### config.mk
export PLATFORM = sky130hd
export DESIGN_NAME = vga_timing_gen
export DESIGN_NICKNAME = d
export VERILOG_FILES = /design/src/rtl/vga_timing_gen.sv
export SDC_FILE = /design/constraint.sdc
export NUM_CORES = 1
export LEC_CHECK = 0
export BUFFER_PORTS_ARGS = -buffer_cell sky130_fd_sc_hd__buf_2
export CAP_MARGIN = 25
export CORE_MARGIN = 2
export CORE_UTILIZATION = 45
export DETAILED_ROUTE_END_ITERATION = 8
export PLACE_DENSITY = 0.66
export SYNTH_ARGS = -nofsm -noshare
export SYNTH_HDL_FRONTEND = slang
export SYNTH_SLANG_ARGS = --single-unit
### constraint.sdc
create_clock -name clk -period 2.9 [get_ports clk]
set_input_delay 0.58 -clock clk [delete_from_list [all_inputs] [get_ports clk]]
set_output_delay 0.58 -clock clk [all_outputs]
set_load 0.03 [all_outputs]
### src/rtl/vga_timing_gen.sv
// VGA raster timing generator: free-running pixel/line counters with sync and
// blanking flags, packed onto the standard VGA bus, plus a frame-wrap pulse.
`timescale 1ns/1ps

`ifndef VGA_BUS_SIZE
`define VGA_BUS_SIZE 38
`endif

module vga_timing_gen #(
    parameter int H_VISIBLE = 800,
    parameter int H_FP      = 40,
    parameter int H_SYNC    = 128,
    parameter int H_BP      = 88,
    parameter int V_VISIBLE = 600,
    parameter int V_FP      = 1,
    parameter int V_SYNC    = 4,
    parameter int V_BP      = 23
) (
    input  logic                     clk,
    input  logic                     rst,
    input  logic                     pix_en,
    output logic [`VGA_BUS_SIZE-1:0] vga_bus_out,
    output logic                     frame_start
);

    localparam int H_TOTAL = H_VISIBLE + H_FP + H_SYNC + H_BP;
    localparam int V_TOTAL = V_VISIBLE + V_FP + V_SYNC + V_BP;

    localparam logic [10:0] H_LAST     = 11'(H_TOTAL - 1);
    localparam logic [10:0] H_VIS_END  = 11'(H_VISIBLE);
    localparam logic [10:0] H_SYNC_BEG = 11'(H_VISIBLE + H_FP);
    localparam logic [10:0] H_SYNC_END = 11'(H_VISIBLE + H_FP + H_SYNC - 1);
    localparam logic [10:0] V_LAST     = 11'(V_TOTAL - 1);
    localparam logic [10:0] V_VIS_END  = 11'(V_VISIBLE);
    localparam logic [10:0] V_SYNC_BEG = 11'(V_VISIBLE + V_FP);
    localparam logic [10:0] V_SYNC_END = 11'(V_VISIBLE + V_FP + V_SYNC - 1);
    localparam logic [11:0] RGB_BLACK  = 12'h000;

    logic [10:0] hcount_q, hcount_d;
    logic [10:0] vcount_q, vcount_d;
    logic        hsync_q, hsync_d;
    logic        hblnk_q, hblnk_d;
    logic        vsync_q, vsync_d;
    logic        vblnk_q, vblnk_d;
    logic        frame_start_q, frame_start_d;
    logic        h_wrap, v_wrap;

    // Flags are decoded from the next counter values so that they land in the
    // same register stage as the counts they describe (zero skew on the bus).
    always_comb begin
        h_wrap        = (hcount_q == H_LAST);
        v_wrap        = (vcount_q == V_LAST);
        hcount_d      = hcount_q;
        vcount_d      = vcount_q;
        frame_start_d = 1'b0;

        if (pix_en) begin
            if (h_wrap) begin
                hcount_d = 11'd0;
                if (v_wrap) begin
                    vcount_d      = 11'd0;
                    frame_start_d = 1'b1;
                end else begin
                    vcount_d = vcount_q + 11'd1;
                end
            end else begin
                hcount_d = hcount_q + 11'd1;
            end
        end

        hblnk_d = (hcount_d >= H_VIS_END);
        hsync_d = (hcount_d >= H_SYNC_BEG) && (hcount_d <= H_SYNC_END);
        vblnk_d = (vcount_d >= V_VIS_END);
        vsync_d = (vcount_d >= V_SYNC_BEG) && (vcount_d <= V_SYNC_END);
    end

    always_ff @(posedge clk or negedge rst) begin
        if (!rst) begin
            hcount_q      <= 11'd0;
            vcount_q      <= 11'd0;
            hsync_q       <= 1'b0;
            hblnk_q       <= 1'b0;
            vsync_q       <= 1'b0;
            vblnk_q       <= 1'b0;
            frame_start_q <= 1'b0;
        end else begin
            hcount_q      <= hcount_d;
            vcount_q      <= vcount_d;
            hsync_q       <= hsync_d;
            hblnk_q       <= hblnk_d;
            vsync_q       <= vsync_d;
            vblnk_q       <= vblnk_d;
            frame_start_q <= frame_start_d;
        end
    end

    // Bus-merge layout, MSB first: hcount, hsync, hblnk, vcount, vsync, vblnk, rgb.
    assign vga_bus_out = {hcount_q, hsync_q, hblnk_q, vcount_q, vsync_q, vblnk_q, RGB_BLACK};
    assign frame_start = frame_start_q;

endmodule

==> flow_summary.toml, run 1 <==
[yosys]
synth_flop_cell = "dfrtp_1"
synth_edf_count = 0
yosysSeqAreaShare_pct = 41.2
ys_ff_latch = 27
yosysMostFrequentCell = "dfrtp_1"
syn_inst = 172
avgSynthCellArea_um2 = 9.54
synth.cell_area_um2 = 1640
async_flop_share_pct = 100
synth_top_area_share_pct = 41.2
yosysWarnings = 0
netlist_top_cells_area = "dfrtp_1 (41%), buf_4 (7.3%), xnor2_1 (5.9%), nand2_1 (3.0%), nor2_1 (2.7%)"
yosys.area.top_type = "dfrtp_1"
yosysUniqueCellTypes = 47
synth_common_cells = "dfrtp_1 (27), buf_4 (16), nand2_1 (13), nor2_1 (12), xnor2_1 (11)"

[power_and_ir_drop]
p_comb_share_pct = 34.7
power_frac_seq_pct = 49.2
peakVddDrop_mv = 0.503
netSwitchingFraction_pct = 42.5
power_density_nw_per_um2 = 575
p_switching_uw = 436
p_leak_uw = 0.000860
intPower_uw = 590
clock_power_share_pct = 16.0
total_power_uw = 1030

[sta]
grt_setup_unrepaired = "no"
hold_viol = 0
period_share_pct = 93.1
slew-limit-headroom_pct = 51.2
drv_slew = 0
worstMarginPinSlew_ns = 0.722
finalClockSkew_ns = 0.00538
finalSetupViolCount = 0
finalSetupTns_ns = 0
fin_crit_ns = 2.70
timing.hold.ws_ns = 0.236
fmax_ghz = 0.370

[status]
status = "complete, no violations"

[cts]
clock_latency_ns = 0.32
cts_resized = 0
post_cts_buffers = 0
clkSinkCount = 27
cts_tree = "built"
cts_buffer_depth = 2
holdBufCountCts = 0
cts_root_buffer = "clkbuf_4"
cts_made_buffers = 3
cts_max_level = 1
clk_pin_slew_ns = 0.14

[layout]
layout.nets = 203
drive_gt1_share_pct = 20.8
final_cells = 243
syn_to_final_growth_pct = 8.77
antenna_cells = 0

[route]
routedWlPerCell_um = 14.8
wl_um = 3590
vias_per_cell = 5.58
dr.pass1.iters = 4
drc = 0
antenna_left = 0
first_iter_violations = 45
dr_total_vias = 1356

[place]
dp_hpwl_um = 2640
port_buffers = 29
gp_congestion = 0.903
dp_cells = 239

[global_routing]
track_usage_pct = 18.1
overflow = 0
antenna_found_initial = 0
grt_pass1_vias = 1268
grt_start_max_net_pins = 28
grt_first_pass_wirelength_um = 5950

[floorplan]
num_io_pins = 42
core_um2 = 3420
die_w_um = 64.4
start_util_pct = 48.0
die_h_um = 64.4
rows = 21
dieArea_um2 = 4140

[critical_path]
path_max_fanout = 9
path_class = "reg2reg"
reg2reg_from = "hcount_q[5]"
crit_path_end_kind = "flip-flop"
critPathRequiredTime_ns = 3.16
crit_path_start_kind = "flip-flop"
critPathLaunch = "hcount_q[5]"
cp.arrival_ns = 2.96

[flow_run]
drv_cap = 0

[worst_hold_path]
hold_path_class = "in2async"
sequential cells by signal, summed over array words and instances, names as in the netlist:
register	cells
frame_start	1
vcount_q	11
hcount_q	11
vsync_q	1
hsync_q	1
vblnk_q	1
hblnk_q	1
placed cells by master, fill, tap and decap left out, drive strengths merged, types with 3 or more instances in the layout:
master / synthesis / layout
a21oi: 4 / 4
a31oi: 3 / 3
buf: 18 / 31
clkbuf: 3 / 4
conb: 1 / 12
dfrtp: 27 / 27
inv: 8 / 8
nand2: 13 / 13
nand3: 8 / 8
nand4: 5 / 5
nor2: 12 / 12
nor3: 7 / 7
nor4: 4 / 4
o211ai: 3 / 3
o21ai: 4 / 4
xnor2: 11 / 11
xor2: 5 / 5
area by class of cell:
class	instances	area (µm²)
Sequential cell	27	676
Multi-Input combinational cell	127	835
Fill cell	335	1630
Clock buffer	4	26.3
Tap cell	46	57.6
Inverter	8	30.0
Timing Repair Buffer	31	160
path summary, 6_finish.rpt:
check,end,slack (ns),cells past startpoint
min in group clk,hsync_q,0.55,1
hold reg to reg,hsync_q,0.55,1
max in group asynchronous,vcount_q[9],2.28,1
setup reg to reg,vsync_q,0.20,6
setup / recovery,vsync_q,0.20,6
hold / removal,hcount_q[0],0.24,1
kinds of logic (layout without fill, tap and decap cells):
family / Yosys count / in the layout / synth area share [%]
fa+ha+maj: 2 / 2 / 1.53
xor+xnor: 16 / 16 / 8.54
compound gates: 28 / 28 / 12.3
flops: 27 / 27 / 41.2
buf+inv: 29 / 43 / 10.5
mux: 3 / 3 / 1.91
simple gates: 66 / 66 / 23.9
other cells: 1 / 12 / 0.229
stage by stage:
step / util, % / setup WS (ns) / cell area (µm²)
after floorplan: - / 0.381 / 1680
after global placement: 51.5 / 0.327 / 1760
after CTS: 52.2 / 0.257 / 1780
final: 52.2 / 0.200 / 1780
after detailed placement: 51.5 / 0.306 / 1760
after global routing: 52.2 / 0.0715 / 1780
power by group through the flow:
stage | logic [µW] | registers [µW] | clock network (µW)
after floorplan | 196 | 581 | 0
after global placement | 351 | 505 | 0
after detailed placement | 353 | 511 | 0
after CTS | 357 | 503 | 173
after global routing | 388 | 519 | 188
final | 356 | 505 | 165
worst max-delay path, stage by stage, from the launching register on:
cell and delay (ns):
dfrtp_1 0.49, or4b_1 0.68, nor4_2 0.62, nand4_1 0.26
a22oi_1 0.24, nand4_1 0.16, a31oi_1 0.18
routing by layer:
layer	vias to the layer above	wire length (µm)	global-route usage [%]	share of wire, %
li1	655	-	-	-
met1	651	1720	24.6	48
met2	42	1630	29.6	45
met3	8	183	2.29	5.1
met4	0	51	6.65	1.4
met5	-	0	0	0
Note: power is estimated with default switching activity, not from simulation.
==> inputs of run 2 (changes only) <==
- ABC_AREA: not set -> 1
- PLACE_DENSITY: 0.66 -> 0.64
==> run 2 against run 1 <==
Net effect: total power rose by 9.0%; die area rose by 15%; critical path type unchanged; via count rose by 21%; sequential cell count did not move; first-iteration DRC count rose to 3.4 times the previous value; combinational power rose by 17%; sequential power fell by 4%; register-to-register slack improved by 0.65 ns; maximum frequency rose by 32%; clock power rose by 30%; cell count rose by 42%; largest cell class unchanged; global-route usage rose by 1.5 points.
==> flow_summary.toml, run 2 <==
[status]
status = "complete, no violations"

[layout]
mostFrequentLayoutCell = "nand2_1"
final_util_pct = 51.1
antenna_cells = 0
drive_gt1_share_pct = 20.3
layout_common_cells = "nand2_1 (64), inv_1 (42), nor2_1 (37), buf_2 (29), dfrtp_1 (27)"
final_cells = 346
syn_to_final_growth_pct = 8.58
largest_registers = "hcount_q x11, vcount_q x11"
layout.nets = 302
nFillCells = 421
multi_input_area_um2 = 935
seq_area_um2 = 676

[place]
port_buffers = 29
gp_congestion = 0.869
dp_hpwl_um = 3240
dp_cells = 342
pre_cts_ws_ns = 0.642

[sta]
drv_slew = 0
hold_viol = 0
finalClockSkew_ns = 0.00353
worstMarginPinSlew_ns = 0.589
finalSetupViolCount = 0
slew-limit-headroom_pct = 60.7
timing.hold.ws_ns = 0.301
grt_setup_unrepaired = "no"
fin_crit_ns = 2.05
fmax_ghz = 0.488
layout_setup_ws_ns = 0.851
finalSetupTns_ns = 0
period_share_pct = 70.7

[yosys]
ys_ff_latch = 27
synth_edf_count = 0
netlist_top_cells_area = "dfrtp_1 (36%), nand2_1 (13%), inv_1 (8.3%), nor2_1 (7.3%), buf_4 (6.3%)"
yosysWarnings = 0
synth_flop_cell = "dfrtp_1"
synth.cell_area_um2 = 1900
async_flop_share_pct = 100
syn_inst = 269
yosysSeqAreaShare_pct = 35.6
synth_common_cells = "nand2_1 (64), inv_1 (42), nor2_1 (37), dfrtp_1 (27), nand3_1 (19)"
avgSynthCellArea_um2 = 7.05
yosys.area.top_type = "dfrtp_1"
yosysUniqueCellTypes = 28
synth_top_area_share_pct = 35.6
yosysMostFrequentCell = "nand2_1"

[floorplan]
die_h_um = 68.9
start_util_pct = 47.1
die_w_um = 68.9
core_um2 = 4030
num_io_pins = 42
rows = 23
dieArea_um2 = 4750

[critical_path]
critPathLaunch = "hcount_q[0]"
critPathRequiredTime_ns = 3.08
reg2reg_setup_slack_ns = 0.85
critical_path.max_stage_delay_ns = 0.40
cp_slowest_cell = "dfrtp_1"
critPathMostFrequentCell = "nand2_1"
path_class = "reg2reg"
rr_endpoint = "vsync_q"
reg2reg_from = "hcount_q[0]"
crit_path_end_kind = "flip-flop"
cp-endpoint = "vsync_q"
rr_worst_depth = 16
path_cells = "ha_1, nand2_1, nor2_1, nand2_1, nor2_8, nand3_1, nand2_1, inv_1, nor2_1, nand2_1, nor2_2, nor2_2, nand2_1, nand2_1, nand2_1, inv_1"
crit_path_start_kind = "flip-flop"
cp.arrival_ns = 2.23
path_max_fanout = 10

[route]
dr.pass1.iters = 4
vias_per_cell = 4.76
wl_um = 4090
antenna_left = 0
dr_total_vias = 1646
routedWlPerCell_um = 11.8
first_iter_violations = 153
drc = 0

[cts]
clkSinkCount = 27
cts_buffer_depth = 2
cts_resized = 0
cts_max_level = 1
holdBufCountCts = 0
cts_root_buffer = "clkbuf_8"
post_cts_buffers = 0
clock_latency_ns = 0.27
clk_pin_slew_ns = 0.09
cts_tree = "built"
cts_made_buffers = 3

[power_and_ir_drop]
peakVddDrop_mv = 0.457
netSwitchingFraction_pct = 43.1
intPower_uw = 636
p_switching_uw = 481
clock_power_share_pct = 19.3
power_density_nw_per_um2 = 543
p_comb_share_pct = 37.2
p_leak_uw = 0.00113
power_frac_seq_pct = 43.6

[global_routing]
grt_pass1_vias = 1509
track_usage_pct = 19.6
antenna_found_initial = 0
grt_first_pass_wirelength_um = 6930
grt_start_max_net_pins = 28
overflow = 0

[worst_hold_path]
hold_path_class = "in2async"

[flow_run]
drv_cap = 0
run 2: cell count changes after synthesis, moves of 4 or more:
cell and change:
nand2_1 +51, inv_1 +35, nor2_1 +25, nand3_1 +11, xnor2_1 -10, inv_2 +6
nand2_2 +4, nor2_2 +4
run 2: worst min-delay path by stage:
| stage | start | endpoint | cells past startpoint |
|---|---|---|---|
| final | rst | vcount_q[5] | 1 |
| after global placement | vcount_q[10] | vcount_q[10] | 2 |
| after CTS | rst | vcount_q[5] | 1 |
| after floorplan | rst | frame_start | 0 |
| after global routing | rst | hcount_q[2] | 1 |
| after detailed placement | vcount_q[10] | vcount_q[10] | 2 |
run 2: through the flow:
step | cell area, µm² | power [µW]
2_1_floorplan | 1940 | 824
3_3_place_gp | 2010 | 910
3_5_place_dp | 2010 | 911
4_1_cts | 2060 | 1140
5_1_grt | 2060 | 1200
6_report | 2060 | 1120
run 2: kinds of logic (layout without fill, tap and decap cells):
group / count (synthesis) / in the layout / synth area share, %
other cells: 1 / 12 / 0.198
buf+inv: 68 / 84 / 17.3
compound gates: 10 / 10 / 2.90
flops: 27 / 27 / 35.6
simple gates: 152 / 152 / 38.5
xor+xnor: 9 / 9 / 4.16
fa+ha+maj: 2 / 2 / 1.32
run 2: per-layer routing:
layer  vias to the layer above  routed length, µm  GRT usage, %  part of all wire (%)
met5                         -                  0             0                     0
met4                         0                 23          5.15                  0.56
met3                         2                242          2.76                   5.9
met2                        46               1820          29.2                    44
met1                       743               2000          29.7                    49
li1                        855                  -             -                     -
run 2: power by group through the flow:
stage                     logic, µW  registers (µW)  clock network, µW
after floorplan                 247             578                  0
after global placement          414             496                  0
after detailed placement        416             495                  0
after CTS                       420             487                230
after global routing            463             497                239
final                           415             487                215
run 2: final cells by class:
| cell class | count | area share [%] |
|---|---|---|
| tap | 50 | 3.04 |
| inverter | 51 | 9.54 |
| sequential | 27 | 32.8 |
| timing repair buffer | 29 | 7.05 |
| multi-input combinational | 185 | 45.4 |
| clock buffer | 4 | 2.19 |
run 2: critical path, delay by kind of cell, from the launching register on:
kind	cells	cell delay, ns
adder cells (fa/ha/maj)	1	0.25
buffers and inverters	2	0.08
flip-flops	1	0.40
AND/OR/NAND/NOR	13	1.21
==> inputs of run 3 (changes only) <==
- ABC_AREA: 1 -> 0
- PLACE_DENSITY: 0.64 -> 0.68
- clock period: 2.9 -> 1.7 ns (I/O delays scaled with it)
==> run 3 against run 2 <==
Net effect: the flow now finishes with violations (negative hold slack, negative setup slack); sequential share of layout area fell by 7.6 points; first-iteration DRC count rose by 33%; utilization rose by 29 points; clock skew rose by 0.0020 ns; maximum frequency fell by 17%; wire length rose by 43%; die area fell by 13%; sequential power rose by 68%; register-to-register slack got worse by 1.6 ns; design area rose by 32%; setup slack got worse by 1.6 ns; combinational power rose to 2.8 times the previous value.
==> flow_summary.toml, run 3 (synthesis results as in run 1) <==
[layout]
drive_gt1_share_pct = 61.0
multi_input_area_um2 = 1180
nFillCells = 197
layout.nets = 273
antenna_cells = 0
mostFrequentLayoutCell = "buf_4"
seq_area_um2 = 687
final_util_pct = 79.8
syn_to_final_growth_pct = 66.2
largest_registers = "hcount_q x11, vcount_q x11"
layout_common_cells = "buf_4 (57), buf_2 (29), dfrtp_1 (18), buf_6 (14), conb_1 (12)"

[sta]
fin_crit_ns = 2.48
drv_slew = 0
fmax_ghz = 0.404
grt_setup_unrepaired = "yes"
finalSetupViolCount = 15
timing.hold.ws_ns = -0.0401
period_share_pct = 146
finalSetupTns_ns = -4.24
layout_setup_ws_ns = -0.777
hold_viol = 27
finalClockSkew_ns = 0.00553
worstMarginPinSlew_ns = 0.613
slew-limit-headroom_pct = 59.1

[route]
dr.pass1.iters = 5
wl_um = 5850
vias_per_cell = 5.74
routedWlPerCell_um = 18.7
antenna_left = 0
dr_total_vias = 1796
first_iter_violations = 203
drc = 0

[cts]
cts_max_level = 1
clock_latency_ns = 0.37
cts_tree = "built"
clk_pin_slew_ns = 0.16
cts_buffer_depth = 2
cts_root_buffer = "clkbuf_4"
clkSinkCount = 27
holdBufCountCts = 0
cts_made_buffers = 3

[global_routing]
antenna_found_initial = 0
overflow = 0
grt_pass1_vias = 1727
grt_start_max_net_pins = 28
track_usage_pct = 27.1
grt_first_pass_wirelength_um = 8580

[floorplan]
die_h_um = 64.4
rows = 21
start_util_pct = 48.0
num_io_pins = 42
dieArea_um2 = 4140
core_um2 = 3420
die_w_um = 64.4

[place]
port_buffers = 29
gp_congestion = 0.868
dp_hpwl_um = 3440

[status]
status = "complete, but fails checks"
violations = "negative hold slack, negative setup slack"

[critical_path]
rr_endpoint = "vsync_q"
cp.arrival_ns = 2.77
path_max_fanout = 2
critPathRequiredTime_ns = 1.99
reg2reg_setup_slack_ns = -0.78
path_class = "reg2reg"
crit_path_end_kind = "flip-flop"
rr_worst_depth = 8
reg2reg_from = "hcount_q[6]"
crit_path_start_kind = "flip-flop"

[worst_hold_path]
hold_path_class = "in2async"

[power_and_ir_drop]
peakVddDrop_mv = 0.889
power_density_nw_per_um2 = 848
p_leak_uw = 0.00132

[flow_run]
drv_cap = 0
run 3: cell count changes in the layout (fill, tap and decap cells not counted), sizes merged, moves of 10 or more:
cell	delta
buf	+72
nand2	-56
inv	-43
nor2	-34
nand3	-14
xnor2	+10
run 3: worst max-delay path by stage:
| stage | from | endpoint | slack (ns) |
|---|---|---|---|
| 2_1_floorplan | hcount_q[7] | vsync_q | -0.63 |
| 3_3_place_gp | hcount_q[7] | vsync_q | -0.57 |
| 3_5_place_dp | hcount_q[7] | vsync_q | -0.67 |
| 4_1_cts | hcount_q[6] | vblnk_q | -0.55 |
| 5_1_grt | hcount_q[7] | vsync_q | -0.80 |
| 6_report | hcount_q[6] | vsync_q | -0.78 |
run 3: critical path, stage by stage, from the launching register on:
cell	delay (ns)
dfrtp_2	0.44
buf_6	0.12
nor4b_4	0.37
nand3_4	0.14
o31a_1	0.35
nor2_2	0.17
inv_1	0.08
or4_4	0.54
a31oi_1	0.19
run 3: what timing repair did:
action | CTS | global route
setup endpoints to repair | 15 | 17
gates resized for setup | 44 | 29
hold endpoints to repair | 0 | 0
setup buffers | 15 | 8
pin swaps | 28 | 26
run 3: metal layers:
layer	GRT usage [%]	share of wire, %	vias to the layer above
met5	0	0	-
met4	11.4	3.0	0
met3	3.17	7.6	18
met2	45.8	49	120
met1	35.0	40	865
li1	-	-	793
run 3: where the power goes:
part           leakage (µW)  switching (µW)  total (µW)  internal [µW]
Combinational      0.000946             665        1180            516
Clock             0.0000177             222         311           89.3
Sequential         0.000353            85.6         819            733
run 3: per-stage QoR:
stage          total power (µW)  area (µm²)  instances  setup WS (ns)  hold slack (ns)
6_report                   2310        2730        313         -0.777          -0.0401
5_1_grt                    2440        2730        313         -0.803          0.00832
4_1_cts                    2190        2570        309         -0.552          0.00418
3_5_place_dp               1730        2250        293         -0.666            0.391
3_3_place_gp               1690        2250        293         -0.570            0.371
2_1_floorplan              1390        1780        183         -0.631           0.0444
run 3: cell type report:
cell class / count / area share, %
Clock inverter: 1 / 0.184
Multi-Input combinational cell: 127 / 43.2
Timing Repair Buffer: 101 / 27.4
Clock buffer: 3 / 0.826
Inverter: 8 / 1.10
Tap cell: 46 / 2.11
Sequential cell: 27 / 25.2
